File: src/rtl/multiphase_clock_divider.sv
// Programmable multiphase clock divider: NUM_PHASES equally stepped 50 % duty phases
// derived from clk, with glitch-free reconfiguration on phase-0 period boundaries.
module multiphase_clock_divider #(
  parameter int NUM_PHASES   = 4,
  parameter int CNT_W        = 8,
  parameter int DEFAULT_HALF = 2,
  parameter int DEFAULT_STEP = 1
) (
  input  logic                  clk,
  input  logic                  reset,
  input  logic                  enable,
  input  logic                  cfg_valid,
  output logic                  cfg_ready,
  input  logic [CNT_W-1:0]      cfg_half,
  input  logic [CNT_W-1:0]      cfg_step,
  output logic                  cfg_error,
  output logic [NUM_PHASES-1:0] phase_out,
  output logic                  locked,
  output logic                  period_tick
);

  localparam int PW = CNT_W + 1;
  localparam int IW = (NUM_PHASES > 1) ? $clog2(NUM_PHASES) : 1;
  localparam logic [PW-1:0] ONE = 1;

  typedef enum logic [1:0] {IDLE, LOAD, RUN} state_t;

  state_t           state;
  logic [CNT_W-1:0] act_half;
  logic [CNT_W-1:0] act_step;
  logic [CNT_W-1:0] shd_half;
  logic [CNT_W-1:0] shd_step;
  logic             shd_full;
  logic [PW-1:0]    cnt     [NUM_PHASES];
  logic [PW-1:0]    cnt_inc [NUM_PHASES];
  logic [PW-1:0]    off_prev;
  logic [IW-1:0]    load_idx;

  logic [PW-1:0]    period;
  logic [PW-1:0]    half_ext;
  logic [PW:0]      off_sum;
  logic [PW-1:0]    off_cur;
  logic [PW-1:0]    cnt_init;
  logic             cfg_take;
  logic             cfg_ok;
  logic             boundary;
  logic             load_last;

  assign period    = {act_half, 1'b0};
  assign half_ext  = {1'b0, act_half};
  assign cfg_ready = ~shd_full;
  assign cfg_take  = cfg_valid && cfg_ready;
  assign cfg_ok    = (cfg_half != '0) && ({1'b0, cfg_step} < {cfg_half, 1'b0});
  assign boundary  = (state == RUN) && (cnt[0] == period - ONE);
  assign load_last = (load_idx == IW'(NUM_PHASES - 1));

  // Offsets are built one phase per LOAD cycle; the sum needs one spare bit before the wrap.
  assign off_sum  = {1'b0, off_prev} + {2'b00, act_step};
  assign off_cur  = (load_idx == '0) ? '0 :
                    (off_sum >= {1'b0, period}) ? PW'(off_sum - {1'b0, period}) :
                    off_sum[PW-1:0];
  assign cnt_init = (off_cur == '0) ? '0 : period - off_cur;

  always_comb begin
    for (int k = 0; k < NUM_PHASES; k++) begin
      cnt_inc[k] = (cnt[k] == period - ONE) ? '0 : cnt[k] + ONE;
    end
  end

  always_ff @(posedge clk) begin
    if (reset) begin
      state       <= IDLE;
      act_half    <= CNT_W'(DEFAULT_HALF);
      act_step    <= CNT_W'(DEFAULT_STEP);
      shd_half    <= '0;
      shd_step    <= '0;
      shd_full    <= 1'b0;
      off_prev    <= '0;
      load_idx    <= '0;
      phase_out   <= '0;
      locked      <= 1'b0;
      period_tick <= 1'b0;
      cfg_error   <= 1'b0;
      for (int k = 0; k < NUM_PHASES; k++) begin
        cnt[k] <= '0;
      end
    end else begin
      cfg_error <= cfg_take && !cfg_ok;

      // Outside IDLE an accepted config waits in the shadow for the next period boundary.
      if (cfg_take && cfg_ok && state != IDLE) begin
        shd_half <= cfg_half;
        shd_step <= cfg_step;
        shd_full <= 1'b1;
      end

      case (state)
        IDLE: begin
          phase_out   <= '0;
          locked      <= 1'b0;
          period_tick <= 1'b0;
          load_idx    <= '0;
          if (shd_full) begin
            act_half <= shd_half;
            act_step <= shd_step;
            shd_full <= 1'b0;
          end else if (cfg_take && cfg_ok) begin
            act_half <= cfg_half;
            act_step <= cfg_step;
          end
          if (enable) begin
            state <= LOAD;
          end
        end

        LOAD: begin
          cnt[load_idx] <= cnt_init;
          off_prev      <= off_cur;
          period_tick   <= 1'b0;
          if (load_last) begin
            state    <= RUN;
            load_idx <= '0;
            locked   <= 1'b1;
            // The last phase's counter is being written this cycle, so use its fresh value.
            for (int k = 0; k < NUM_PHASES; k++) begin
              phase_out[k] <= (((k == NUM_PHASES - 1) ? cnt_init : cnt[k]) < half_ext);
            end
          end else begin
            load_idx  <= load_idx + IW'(1);
            locked    <= 1'b0;
            phase_out <= '0;
          end
        end

        RUN: begin
          if (boundary && !enable) begin
            state       <= IDLE;
            phase_out   <= '0;
            locked      <= 1'b0;
            period_tick <= 1'b0;
          end else if (boundary && shd_full) begin
            act_half    <= shd_half;
            act_step    <= shd_step;
            shd_full    <= 1'b0;
            state       <= LOAD;
            phase_out   <= '0;
            locked      <= 1'b0;
            period_tick <= 1'b0;
          end else begin
            for (int k = 0; k < NUM_PHASES; k++) begin
              cnt[k]       <= cnt_inc[k];
              phase_out[k] <= (cnt_inc[k] < half_ext);
            end
            locked      <= 1'b1;
            period_tick <= (cnt_inc[0] == period - ONE);
          end
        end

        default: begin
          state <= IDLE;
        end
      endcase
    end
  end

endmodule
File: config.mk
export PLATFORM = sky130hd
export DESIGN_NAME = multiphase_clock_divider
export DESIGN_NICKNAME = d
export VERILOG_FILES = /design/src/rtl/multiphase_clock_divider.sv
export SDC_FILE = /design/constraint.sdc
export NUM_CORES = 1
export LEC_CHECK = 0
export CAP_MARGIN = 10
export CORE_MARGIN = 1
export CORE_UTILIZATION = 49
export CTS_CLUSTER_DIAMETER = 80
export DETAILED_ROUTE_END_ITERATION = 8
export PLACE_DENSITY = 0.69
export SETUP_SLACK_MARGIN = 0.02
export SLEW_MARGIN = 30
export SYNTH_ARGS = -nofsm -noshare
export SYNTH_HDL_FRONTEND = slang
export SYNTH_SLANG_ARGS = --single-unit
File: constraint.sdc
create_clock -name clk -period 5.2 [get_ports clk]
set_input_delay 1.04 -clock clk [delete_from_list [all_inputs] [get_ports clk]]
set_output_delay 1.04 -clock clk [all_outputs]
set_load 0.01 [all_outputs]
==> results of run 1 <==
kinds of logic (layout without fill, tap and decap cells):
kind of cell             after synthesis  count (layout)  synth area share (%)
AND/OR/NAND/NOR                      319             319                  19.6
AO/OA/AOI/OAI                        215             215                  19.3
adder cells (fa/ha/maj)              104             104                  16.3
flip-flops                            89              89                  26.4
XOR/XNOR                              86              86                  9.87
buffers and inverters                 81             175                  4.10
multiplexers                          35              35                  4.44
report_power, final:
group	internal [W]	switching (W)	total [W]	leakage [nW]
Sequential	0.000803	0.0000884	0.000891	0.807
Clock	0.000349	0.000313	0.000663	0.144
Combinational	0.00112	0.00130	0.00243	2.98
Total	0.00227	0.00171	0.00398	3.93
through the flow:
stage / TNS (ps) / util, % / total power, W
5_1_grt: -684 / 60.9 / 0.00424
3_5_place_dp: -92.5 / 56.9 / 0.00303
3_3_place_gp: 0 / 56.9 / 0.00301
6_report: -8.09 / 60.9 / 0.00398
4_1_cts: 0 / 59.2 / 0.00374
2_1_floorplan: 0 / - / 0.00228
registers in the layout, summed over array words and instances (netlist names), 4 cells and up:
register and cells:
act_half 8, act_step 8, cnt 36, off_prev 9, phase_out 4, shd_half 8
shd_step 8
cell type report:
class | instances | area (um2) | area share, %
clock inverters | 6 | 56.3 | 0.576
repair buffers | 116 | 957 | 9.79
clock buffers | 10 | 239 | 2.45
inverters | 43 | 161 | 1.65
well taps | 216 | 270 | 2.77
flip-flops and latches | 89 | 2140 | 21.9
multi-input cells | 759 | 5940 | 60.8
critical path: cells and delay by family, from the launching register on:
family / cells / cell delay, ps
compound gates: 12 / 2220
fa+ha+maj: 5 / 1350
xor+xnor: 2 / 270
buf+inv: 3 / 320
flops: 1 / 350
simple gates: 6 / 610
path summary, 6_finish.rpt:
check / start / endpoint / cells after the start
worst max-delay path: act_step[0]$_SDFFE_PP1P_ / phase_out[3]$_SDFFE_PP0P_ / 28
worst min-delay path: phase_out[2]$_SDFFE_PP0P_ / phase_out[2]$_SDFFE_PP0P_ / 2
worst max register to register: act_step[0]$_SDFFE_PP1P_ / phase_out[3]$_SDFFE_PP0P_ / 28
worst min register to register: phase_out[2]$_SDFFE_PP0P_ / phase_out[2]$_SDFFE_PP0P_ / 2
cells in the mapped netlist, types with 8 or more instances:
| cell | n | share of area (%) |
|---|---|---|
| ha_1 | 101 | 16 |
| a21oi_1 | 49 | 3.0 |
| xor2_1 | 38 | 4.1 |
| nand2_1 | 47 | 2.2 |
| a211oi_1 | 22 | 2.0 |
| mux2_2 | 8 | 1.1 |
| edfxtp_1 | 36 | 13 |
| o21ai_0 | 43 | 2.6 |
| nand2b_1 | 18 | 1.4 |
| nor2b_1 | 26 | 2.0 |
| nand4_1 | 8 | 0.62 |
| inv_1 | 42 | 1.9 |
| dfxtp_1 | 53 | 13 |
| a32o_1 | 14 | 1.7 |
| or2_2 | 10 | 0.77 |
| a21o_1 | 11 | 1.0 |
| clkbuf_1 | 28 | 1.3 |
| nor2_1 | 122 | 5.6 |
| nor3_1 | 15 | 0.92 |
| mux2i_1 | 27 | 3.3 |
| a31oi_1 | 8 | 0.62 |
| xnor2_1 | 44 | 4.7 |
| nand3_1 | 32 | 2.0 |
routing by layer:
layer,GRT usage [%],routed length [um],vias to the layer above,part of all wire (%)
met3,4.36,1110,33,5.0
met4,8.11,483,0,2.1
met1,34.1,10000,3456,45
li1,-,-,3587,-
met5,0,0,-,0
met2,47.3,10800,184,48
repair_timing:
item / in CTS / in global routing
endpoints found under the setup margin: 1 / 6
hold buffers: 0 / 0
resized for setup: 13 / 33
hold endpoints to repair: 0 / 0
pin swaps: 13 / 22
setup buffers: 2 / 9
==> flow_summary_export.csv, run 1 <==
group,metric,value,unit
critical_path,r2r_setup_slack,-8,ps
final_layout,final_area,9770,um2
sta,tightestPinTransition,960,ps
sta,fin_ws,-8.09,ps
status,violations,"negative setup slack",
final_layout,nFillCells,1381,
detailed_routing,ant_nets,0,
detailed_routing,wire_per_inst,18.1,um
clock_tree,cts_buffers,9,
global_routing,grt_pass1_vias,6717,
placed_design,dp_slack,-92.5,ps
placed_design,numPortBuffers,27,
floorplanning,boundaryPins,28,
clock_tree,h-tree-depth,3,
detailed_routing,drt_first_iter_violations,436,
critical_path,crit_type,"flop to flop",
critical_path,end_kind,"flop",
global_routing,grt_max_degree,54,
detailed_routing,via_per_inst,5.86,
sta,min_period_over_period,100,%
critical_path,worst_path_max_delay_cell,"a2111o_1",
clock_tree,clkTransAtPathRegs,70,ps
sta,fin_skew,9.54,ps
synthesis,synthCells,929,
global_routing,grt_pass1_wl,34800,um
power,cellLeakagePower,3.93,nW
critical_path,cp.required,5490,ps
final_layout,area_growth_syn_to_layout,20.3,%
clock_tree,cts_tree,"built",
floorplanning,initial_core_util,50.6,%
status,outcome,"finished with violations",
final_layout,post_route_cells_drive_above_1_share,17.9,%
sta,rsz0062_at_grt,"yes",
synthesis,synth-edff-count,36,
final_layout,final_cell_mix,"nor2_1 (119), ha_1 (96), buf_4 (86)",
final_layout,diodes,0,
sta,slew_viol_final,0,
clock_tree,clkSinkCount,89,
synthesis,synth_nets,1053,
clock_tree,cts_root_buffer,"clkbuf_16",
detailed_routing,drtPass1Iterations,5,
synthesis,async_flop_share,0,%
critical_path,crit_path_frequent_cell,"a21o_1",
clock_tree,clkLatencyLatePin,360,ps
sta,holdWs,473,ps
placed_design,place_area,9140,um2
floorplanning,fp.dieW,131,um
global_routing,antenna_found_initial,0,
global_routing,grt.total_usage,27.0,%
sta,slew_headroom,35.6,%
floorplanning,dieArea,17100,um2
synthesis,seq_area_frac_synth,26.4,%
synthesis,avgSynthCellArea,8.74,um2
critical_path,slowest_delay,400,ps
clock_tree,clock_path_buffers,2,
detailed_routing,drc,0,
synthesis,synth_area,8120,um2
detailed_routing,vias,7260,
critical_path,worstPathMaxFanout,5,
placed_design,gp_congestion,0.986,
placed_design,dpl.hpwl,17000,um
synthesis,ys_warn_count,0,
worst_hold_path,hold_class,"flop to flop",
power,ir_drop,0.306,mV
detailed_routing,wirelength,22500,um
floorplanning,die_height,131,um
critical_path,critPathLaunchType,"flop",
final_layout,final_common_cell,"nor2_1",
synthesis,synthDistinctLibCells,74,
floorplanning,rows,46,
sta,setup_viol,1,
floorplanning,coreArea,16100,um2
critical_path,worstPathArrival,5490,ps
sta,min_period,5210,ps
synthesis,ys_ff_latch,89,
placed_design,place_inst,1211,
sta,fmax,192,MHz
final_layout,final_cells,1239,
final_layout,fin_nets,1142,
synthesis,dominantRegCellSynth,"dfxtp_1",
power,p_per_area,407,nW/um2
flow_run,cap_violations,0,
global_routing,globalRoute.totalOverflow,0,
sta,finalHoldViolations,0,
(Power assumes the default switching activity.)
==> run 2: changes to the inputs <==
--- a/config.mk
+++ b/config.mk
@@ -7,10 +7,10 @@
 export LEC_CHECK = 0
 export CAP_MARGIN = 10
 export CORE_MARGIN = 1
-export CORE_UTILIZATION = 49
+export CORE_UTILIZATION = 57
 export CTS_CLUSTER_DIAMETER = 80
 export DETAILED_ROUTE_END_ITERATION = 8
-export PLACE_DENSITY = 0.69
+export PLACE_DENSITY = 0.78
 export SETUP_SLACK_MARGIN = 0.02
 export SLEW_MARGIN = 30
 export SYNTH_ARGS = -nofsm -noshare
==> run 2 against run 1 <==
Net effect: the run still ends with negative setup slack left; cell count shrank 4.1%; critical path type unchanged; wire length grew 3.0%; largest cell class unchanged; via count grew 3.0%; sequential share of layout area grew 0.20 points; clock skew grew 4.2 ps.
==> flow_summary_export.csv, run 2 (synthesized netlist as in run 1, its figures left out) <==
group,metric,value,unit
clock_tree,clock_path_buffers,2,
final_layout,reg_top3,"cnt: 36 flops, off_prev: 9 flops",
critical_path,crit_type,"flop to flop",
global_routing,grt_pass1_wl,36200,um
floorplanning,dieArea,14700,um2
floorplanning,fp.dieW,121,um
global_routing,grt_max_degree,58,
critical_path,worstPathArrival,5550,ps
clock_tree,h-tree-depth,3,
final_layout,final_common_cell,"nor2_1",
global_routing,grt.total_usage,32.1,%
sta,setup_viol,1,
global_routing,antenna_found_initial,0,
floorplanning,coreArea,13900,um2
sta,holdWs,486,ps
critical_path,end_kind,"flop",
sta,slew_viol_final,0,
final_layout,nFillCells,1082,
floorplanning,rows,43,
power,swShare,43.6,%
final_layout,final_util,69.8,%
critical_path,worstPathMaxFanout,5,
power,seqPwrFrac,21.9,%
sta,min_period,5260,ps
status,violations,"negative setup slack",
floorplanning,die_height,121,um
detailed_routing,ant_nets,0,
global_routing,grt_pass1_vias,6990,
clock_tree,clkTransAtPathRegs,70,ps
clock_tree,cts_hold_buf,0,
placed_design,gp_congestion,0.922,
power,power.internal,0.00228,W
placed_design,numPortBuffers,27,
clock_tree,cts_buffers,9,
clock_tree,clkSinkCount,89,
power,p_switching,0.00177,W
sta,slew_headroom,43.4,%
detailed_routing,drc,0,
sta,rsz0062_at_grt,"yes",
placed_design,dp_slack,-111,ps
detailed_routing,wirelength,23100,um
power,power,0.00405,W
status,outcome,"finished with violations",
power,pwr-share-clk,17.7,%
detailed_routing,via_per_inst,6.29,
power,p_per_area,418,nW/um2
detailed_routing,drtPass1Iterations,5,
sta,min_period_over_period,101,%
final_layout,final_cell_mix,"nor2_1 (119), ha_1 (94), buf_4 (70)",
detailed_routing,wire_per_inst,19.5,um
power,p_comb_share,60.4,%
sta,tns,-63.2,ps
final_layout,largest_reg_flops,36,
clock_tree,cts_tree,"built",
floorplanning,initial_core_util,58.5,%
sta,fin_skew,13.8,ps
critical_path,critPathLaunchType,"flop",
final_layout,area_growth_syn_to_layout,19.3,%
final_layout,largest_register,"cnt",
sta,fin_ws,-63.2,ps
final_layout,fin_nets,1127,
sta,finalHoldViolations,0,
power,cellLeakagePower,3.87,nW
final_layout,multi_input_area,6000,um2
sta,tightestPinTransition,842,ps
flow_run,cap_violations,0,
final_layout,regArea,2140,um2
worst_hold_path,hold_class,"flop to flop",
final_layout,post_route_cells_drive_above_1_share,17.1,%
detailed_routing,vias,7476,
floorplanning,boundaryPins,28,
sta,fmax,190,MHz
placed_design,dpl.hpwl,17000,um
global_routing,globalRoute.totalOverflow,0,
clock_tree,clkLatencyLatePin,360,ps
final_layout,diodes,0,
clock_tree,cts_root_buffer,"clkbuf_16",
power,ir_drop,0.281,mV
detailed_routing,drt_first_iter_violations,557,
critical_path,cp.required,5480,ps
## run 2: layer usage
metal  up-vias  GRT usage, %  routed length (um)  part of all wire [%]
li1       3542             -                   -                     -
met2       280          54.4               11100                    48
met3        72          3.67                1310                   5.7
met4         0          14.4                1040                   4.5
met5         -             0                   0                     0
met1      3582          40.8                9710                    42
## run 2: critical path, cell delays in order (launching register included)
cell,delay (ps)
dfxtp_2,360
ha_4,140
inv_2,40
fa_2,350
nand2b_4,160
a21oi_4,210
buf_6,130
a2bb2oi_4,170
xor2_1,100
ha_1,330
nand3_2,90
o41ai_4,320
a211oi_2,100
nand2_2,140
buf_6,160
mux2i_4,240
nand2_2,120
ha_4,290
a21oi_2,120
nand2_2,90
a31oi_4,250
xor2_2,200
nor2_2,70
ha_1,330
a21oi_2,120
o21ai_1,80
a2111o_1,360
o22ai_1,100
## run 2: worst paths after layout
kind	startpoint	to	slack [ps]	cells past startpoint
worst max register to register	act_step[0]$_SDFFE_PP1P_	phase_out[3]$_SDFFE_PP0P_	-60	27
worst min register to register	phase_out[2]$_SDFFE_PP0P_	phase_out[2]$_SDFFE_PP0P_	490	2
worst min-delay path	phase_out[2]$_SDFFE_PP0P_	phase_out[2]$_SDFFE_PP0P_	490	2
worst max-delay path	act_step[0]$_SDFFE_PP1P_	phase_out[3]$_SDFFE_PP0P_	-60	27
## run 2: stage by stage
stage,instance area (um2),instances
after floorplan,8200,929
after global placement,8980,1161
after detailed placement,8980,1161
after CTS,9420,1182
after global routing,9690,1188
final,9690,1188
## run 2: final cells by class
type / instances / area share [%]
Timing Repair Buffer: 101 / 8.67
Inverter: 43 / 1.67
Clock buffer: 9 / 2.32
Clock inverter: 7 / 0.982
Tap cell: 180 / 2.32
Sequential cell: 89 / 22.1
Multi-Input combinational cell: 759 / 61.9
## run 2: timing repair
action / in CTS / in global routing
setup endpoints to repair: 1 / 6
buffers inserted: 5 / 5
gates resized for setup: 16 / 36
pin swaps: 15 / 37
## run 2: power groups by stage
stage	Combinational (W)	Clock (W)	Sequential, W
final	0.00245	0.000717	0.000886
after global routing	0.00263	0.000752	0.000896
after CTS	0.00219	0.000717	0.000883
after detailed placement	0.00210	0	0.000897
after global placement	0.00206	0	0.000895
after floorplan	0.00141	0	0.000869
==> patch 1 (settings of run 1) <==
Register the output `cfg_error` once more, cleared by the reset; this adds one clock of latency there. The other outputs are not delayed to match.
--- a/src/rtl/multiphase_clock_divider.sv
+++ b/src/rtl/multiphase_clock_divider.sv
@@ -25,4 +25,6 @@
 
   typedef enum logic [1:0] {IDLE, LOAD, RUN} state_t;
+
+  logic cfg_error_s0;
 
   state_t           state;
@@ -81,10 +83,10 @@
       locked      <= 1'b0;
       period_tick <= 1'b0;
-      cfg_error   <= 1'b0;
+      cfg_error_s0 <= 1'b0;
       for (int k = 0; k < NUM_PHASES; k++) begin
         cnt[k] <= '0;
       end
     end else begin
-      cfg_error <= cfg_take && !cfg_ok;
+      cfg_error_s0 <= cfg_take && !cfg_ok;
 
       // Outside IDLE an accepted config waits in the shadow for the next period boundary.
@@ -164,3 +166,11 @@
   end
 
+  always_ff @(posedge clk) begin
+    if (reset) begin
+      cfg_error <= '0;
+    end else begin
+      cfg_error <= cfg_error_s0;
+    end
+  end
+
 endmodule
Function: changed (a bounded check fails within 4 cycles, from zero or initial values and one cycle with reset high).
==> patch 1 against run 1 <==
Area after synthesis increased by 0.77%. First-iteration DRC count unchanged. Hold slack got worse by 0.025 ns. Worst setup slack improved by 0.19 ns. Design area decreased by 2.1%. Synthesized cell count increased by 4.1%. Total power increased by 8.2%. Routed wire length increased by 3.5%. Sequential cell count increased by 1. Combinational power increased by 7%. Utilization decreased by 1.5 points.
==> patch 1: results (changes against run 1) <==
status completed; Longest Clk Path Bufs 2 (unchanged); Post-synth top cells 129 x nor2_1, 101 x ha_1, 68 x nand2_1; Main synth FF type dfxtp_1; aggregate global-route resource usage 27.1% (+0.028 points); pin count of the biggest net entering global routing 61 (+13%); clk root buf clkbuf_16; H-tree levels 3 (unchanged); share of cells above drive strength 1 14.1% (-3.8 points); yosys warns 0 (unchanged); Initial DRT Pass Iterations 5 (unchanged); clock-pin slew of the registers on the worst-case setup and hold paths 0.07 ns (about the same); number of antenna cells inserted 0 (unchanged); drt via density 5.90 (+0.77%); Netlist cell types 80 (+8.1%); Avg Synthesized Cell Area 8.46 um2 (-3.2%); worst slack, placed -0.0722 ns (+0.0204 ns); Post-synth EDFFs 36 (unchanged); Placer Congestion 0.916 (-7.1%); share of flip-flops with an asynchronous set or reset 0% (unchanged); Worst Skew 0.00770 ns (-0.00185 ns); PortBufs 27 (unchanged); peak supply drop 0.000289 V (-5.7%); Seq/Total Area, Yosys 26.4% (+0.043 points); worst min path class flop to flop; CTS Buf Count 9 (unchanged); detailed placement HPWL 16.9 mm (-0.71%); Synth area leaders ha_1 15%, dfxtp_1 13%, edfxtp_1 13%; vias in the first global route 7262 (+8.1%); antenna violations before repair 0 (unchanged); worst endpoint data arrival time 5.31 ns (-0.18 ns); Slew Limit Headroom 49.3% (+14 points); first-pass GRT wire length 36.9 mm (+5.9%); placed cell count 1229 (+1.5%); fin cells 1256 (+1.4%); crit path max fanout 5 (unchanged); drt wl/cell 18.5 um (+2.1%); syn_nets 1091 (+3.6%); largest registers cnt: 36 flops, off_prev: 9 flops; DRT iter0 DRCs 436 (unchanged); leakage power 3.76 nW (-4.4%); Clk Latency, worst-skew pair about 0.35 ns
## patch 1: cell count changes after synthesis, sizes merged, moves of 6 or more
cell           run 1  this run
a32o              14         0
buf               10        17
clkbuf            28        22
nand2             47        68
nand2b            18        11
nor2             123       129
nor3              16        24
o21ai             43        60
o32ai              7         0
## patch 1: kinds of logic (layout without fill, tap and decap cells)
kind of cell	Yosys count	after routing	synth area share (%)
xor gates and xnor gates	83	83	9.06
and+or+nand+nor	345	345	20.9
buffers and inverters	86	159	4.49
AOI/OAI and AO/OA	219	219	17.9
adders and majority gates	104	104	16.2
muxes	40	40	5.03
DFF	90	90	26.4
## patch 1: area by class of cell
class / instances / area [um2]
Inverter: 47 / 176
Clock inverter: 4 / 58.8
Multi-Input combinational cell: 791 / 5810
Clock buffer: 12 / 300
Fill cell: 1436 / 6540
Timing Repair Buffer: 96 / 791
Sequential cell: 90 / 2160
Tap cell: 216 / 270
## patch 1: where the power goes
group	internal (mW)	switching [mW]
sequential	0.821	0.102
clock	0.467	0.313
combinational	1.15	1.45
## patch 1: metal layers
| layer | track usage [%] | vias to the layer above | share of wire (%) |
|---|---|---|---|
| li1 | - | 3624 | - |
| met1 | 33.0 | 3497 | 43 |
| met2 | 45.1 | 228 | 47 |
| met3 | 4.71 | 67 | 5.3 |
| met4 | 14.9 | 0 | 4.4 |
| met5 | 0 | - | 0 |
## patch 1: timing repair
| action | 4_1_cts | 5_1_grt |
|---|---|---|
| hold buffers | 0 | 0 |
| buffers inserted | 2 | 9 |
| setup endpoints to repair | 1 | 7 |
| pin swaps | 6 | 29 |
| gates resized for setup | 4 | 27 |
## patch 1: stage by stage
stage	power (mW)	cell area, um2
6_report	4.31	9570
5_1_grt	4.57	9570
4_1_cts	4.13	9410
3_5_place_dp	3.31	9010
3_3_place_gp	3.28	9010
2_1_floorplan	2.49	8230
## patch 1: worst paths after layout
| check | start | endpoint | slack [ns] | cells after the start |
|---|---|---|---|---|
| setup / recovery | off_prev[2] | phase_out[3] | 0.18 | 23 |
| hold / removal | cfg_error_s0 | cfg_error | 0.45 | 1 |
| setup reg to reg | off_prev[2] | phase_out[3] | 0.18 | 23 |
| hold reg to reg | cfg_error_s0 | cfg_error | 0.45 | 1 |
## patch 1: worst max-delay path: stages (launching register included)
cell	delay (ns)
dfxtp_1	0.33
ha_2	0.33
o21ai_1	0.07
or4b_2	0.64
o311ai_2	0.09
buf_4	0.16
ha_1	0.25
nand4_1	0.17
a211oi_2	0.07
o21ai_2	0.26
and3_4	0.24
mux2i_2	0.22
nand2_1	0.12
fa_1	0.55
inv_2	0.05
nor2_2	0.07
ha_1	0.22
a21boi_1	0.13
o21a_1	0.20
o21a_1	0.18
o21a_1	0.16
o2111ai_1	0.18
nand4_1	0.12
o21ai_1	0.14
==> patch 2 (config.mk and constraints of run 1) <==
Made on the original files. Set the parameter `NUM_PHASES` to 8 (it was 4).
--- a/src/rtl/multiphase_clock_divider.sv
+++ b/src/rtl/multiphase_clock_divider.sv
@@ -2,5 +2,5 @@
 // derived from clk, with glitch-free reconfiguration on phase-0 period boundaries.
 module multiphase_clock_divider #(
-  parameter int NUM_PHASES   = 4,
+  parameter int NUM_PHASES   = 8,
   parameter int CNT_W        = 8,
   parameter int DEFAULT_HALF = 2,
Interface: changed (resized phase_out); port bits go from 28 to 32. The function was not compared with the original's and may differ.
==> patch 2 against run 1 <==
The run still ends with setup timing left. Worst setup slack lost 0.29 ns. Sequential cell count grew 41. Area after synthesis grew 50%. First-iteration DRC count grew to 2.6 times the old value. Total power grew 52%. Combinational power increased by 44%. Design area rose by 47%. Sequential power up 46%. Clock skew increased by 0.0048 ns. Routed wire length is 71% higher. Critical path type unchanged. Critical endpoint is now phase_out[7]. Largest cell class unchanged.
==> patch 2: results (changes against run 1) <==
M1 WL 16.5 mm (+64%); largest registers cnt: 72 flops, off_prev: 9 flops; clock buffers 23 (+13); Non-clock buffering overhead 8.01% (-1.8 points); placed cell count 1800 (+49%); H-tree levels 4 (+1); multi-input logic area 8720 um2 (+47%); clock-cell share of area 4.31% (+1.3 points); first-pass GRT wire length 60.2 mm (+73%); Post-synth EDFFs 72 (+100%); met1 Use GR 40.3% (+6.2 points); syn_nets 1576 (+50%); Worst Setup Slack, final -0.298 ns (-0.290 ns); Initial DRT Pass Iterations 6 (+1); crit path max fanout 3 (-2); Worst Skew 0.0143 ns (+0.00480 ns); CTS Buf Count 17 (+8); vias in the first global route 10999 (+64%); Synth area leaders edfxtp_1 18%, ha_1 16%, dfxtp_1 9.5%; Netlist cell types 82 (+11%); leakage power 5.71 nW (+45%); Placer Congestion 0.897 (-9.1%); hold slack final 0.436 ns (-0.0370 ns); antenna violations before repair 1 (+1); highest routed layer met5; failing checks setup timing; clock sink count 130 (+46%); wire length on met2 16.8 mm (+55%); cts repair resizes 19 (+6); sequential share of cell area 23.1% (+1.1 points); Layout Nets 1683 (+47%); Avg Synthesized Cell Area 8.71 um2 (-0.33%); Post-synth top cells 157 x ha_1, 147 x nor2_1, 93 x nand3_1; detailed placement HPWL 26.6 mm (+56%); peak supply drop 0.000229 V (-25%); Core Util, Final 59.3% (-1.6 points); DRT iter0 DRCs 1130 (+160%); met3 usage in global routing 6.28% (+1.9 points); max reg flops 72 (+100%); total wire length 38.3 mm (+71%); # Post-CTS Setup Buffers 8 (+6); Slowest cell on crit path or4_4; worst endpoint data arrival time 5.82 ns (+0.33 ns); Largest stage delay, worst path 0.56 ns (+0.16 ns); WHS Endpoint period_tick; Clk Latency, worst-skew pair 0.44 ns (+0.08 ns); Worst Setup EP phase_out[7]; status complete, but fails checks; worst slack, placed -0.349 ns (-0.256 ns); aggregate global-route resource usage 30.3% (+3.3 points); Main synth FF type edfxtp_1; setup violators final 14 (+13); pin count of the biggest net entering global routing 74 (+37%); drt wl/cell 20.8 um (+15%); Slew @ Worst Pin 1.12 ns (+0.165 ns); Routed met3 length 3.21 mm (+190%); PortBufs 31 (+15%); met2 Resource Use GR 47.1% (-0.25 points)
patch 2: kinds of logic after synthesis:
| family | after synthesis | share of synthesized area, % |
|---|---|---|
| buffers and inverters | 102 | 3.30 |
| multiplexers | 29 | 2.42 |
| adder cells (fa/ha/maj) | 160 | 16.6 |
| flip-flops | 130 | 27.3 |
| AND/OR/NAND/NOR | 516 | 22.1 |
| AO/OA/AOI/OAI | 318 | 17.0 |
| XOR/XNOR | 141 | 11.2 |
patch 2: power breakdown:
| part | internal, mW | leakage, nW | switching (mW) |
|---|---|---|---|
| clock network | 0.765 | 0.312 | 0.495 |
| logic | 1.43 | 4.18 | 2.06 |
| registers | 1.18 | 1.22 | 0.122 |
| total | 3.37 | 5.71 | 2.68 |
patch 2: through the flow:
step | cell area [um2] | setup TNS (ns)
floorplan | 12200 | -0.0816
global placement | 13500 | -0.221
detailed placement | 13600 | -0.827
CTS | 14300 | -0.218
global route | 14400 | -3.72
finish | 14400 | -0.750
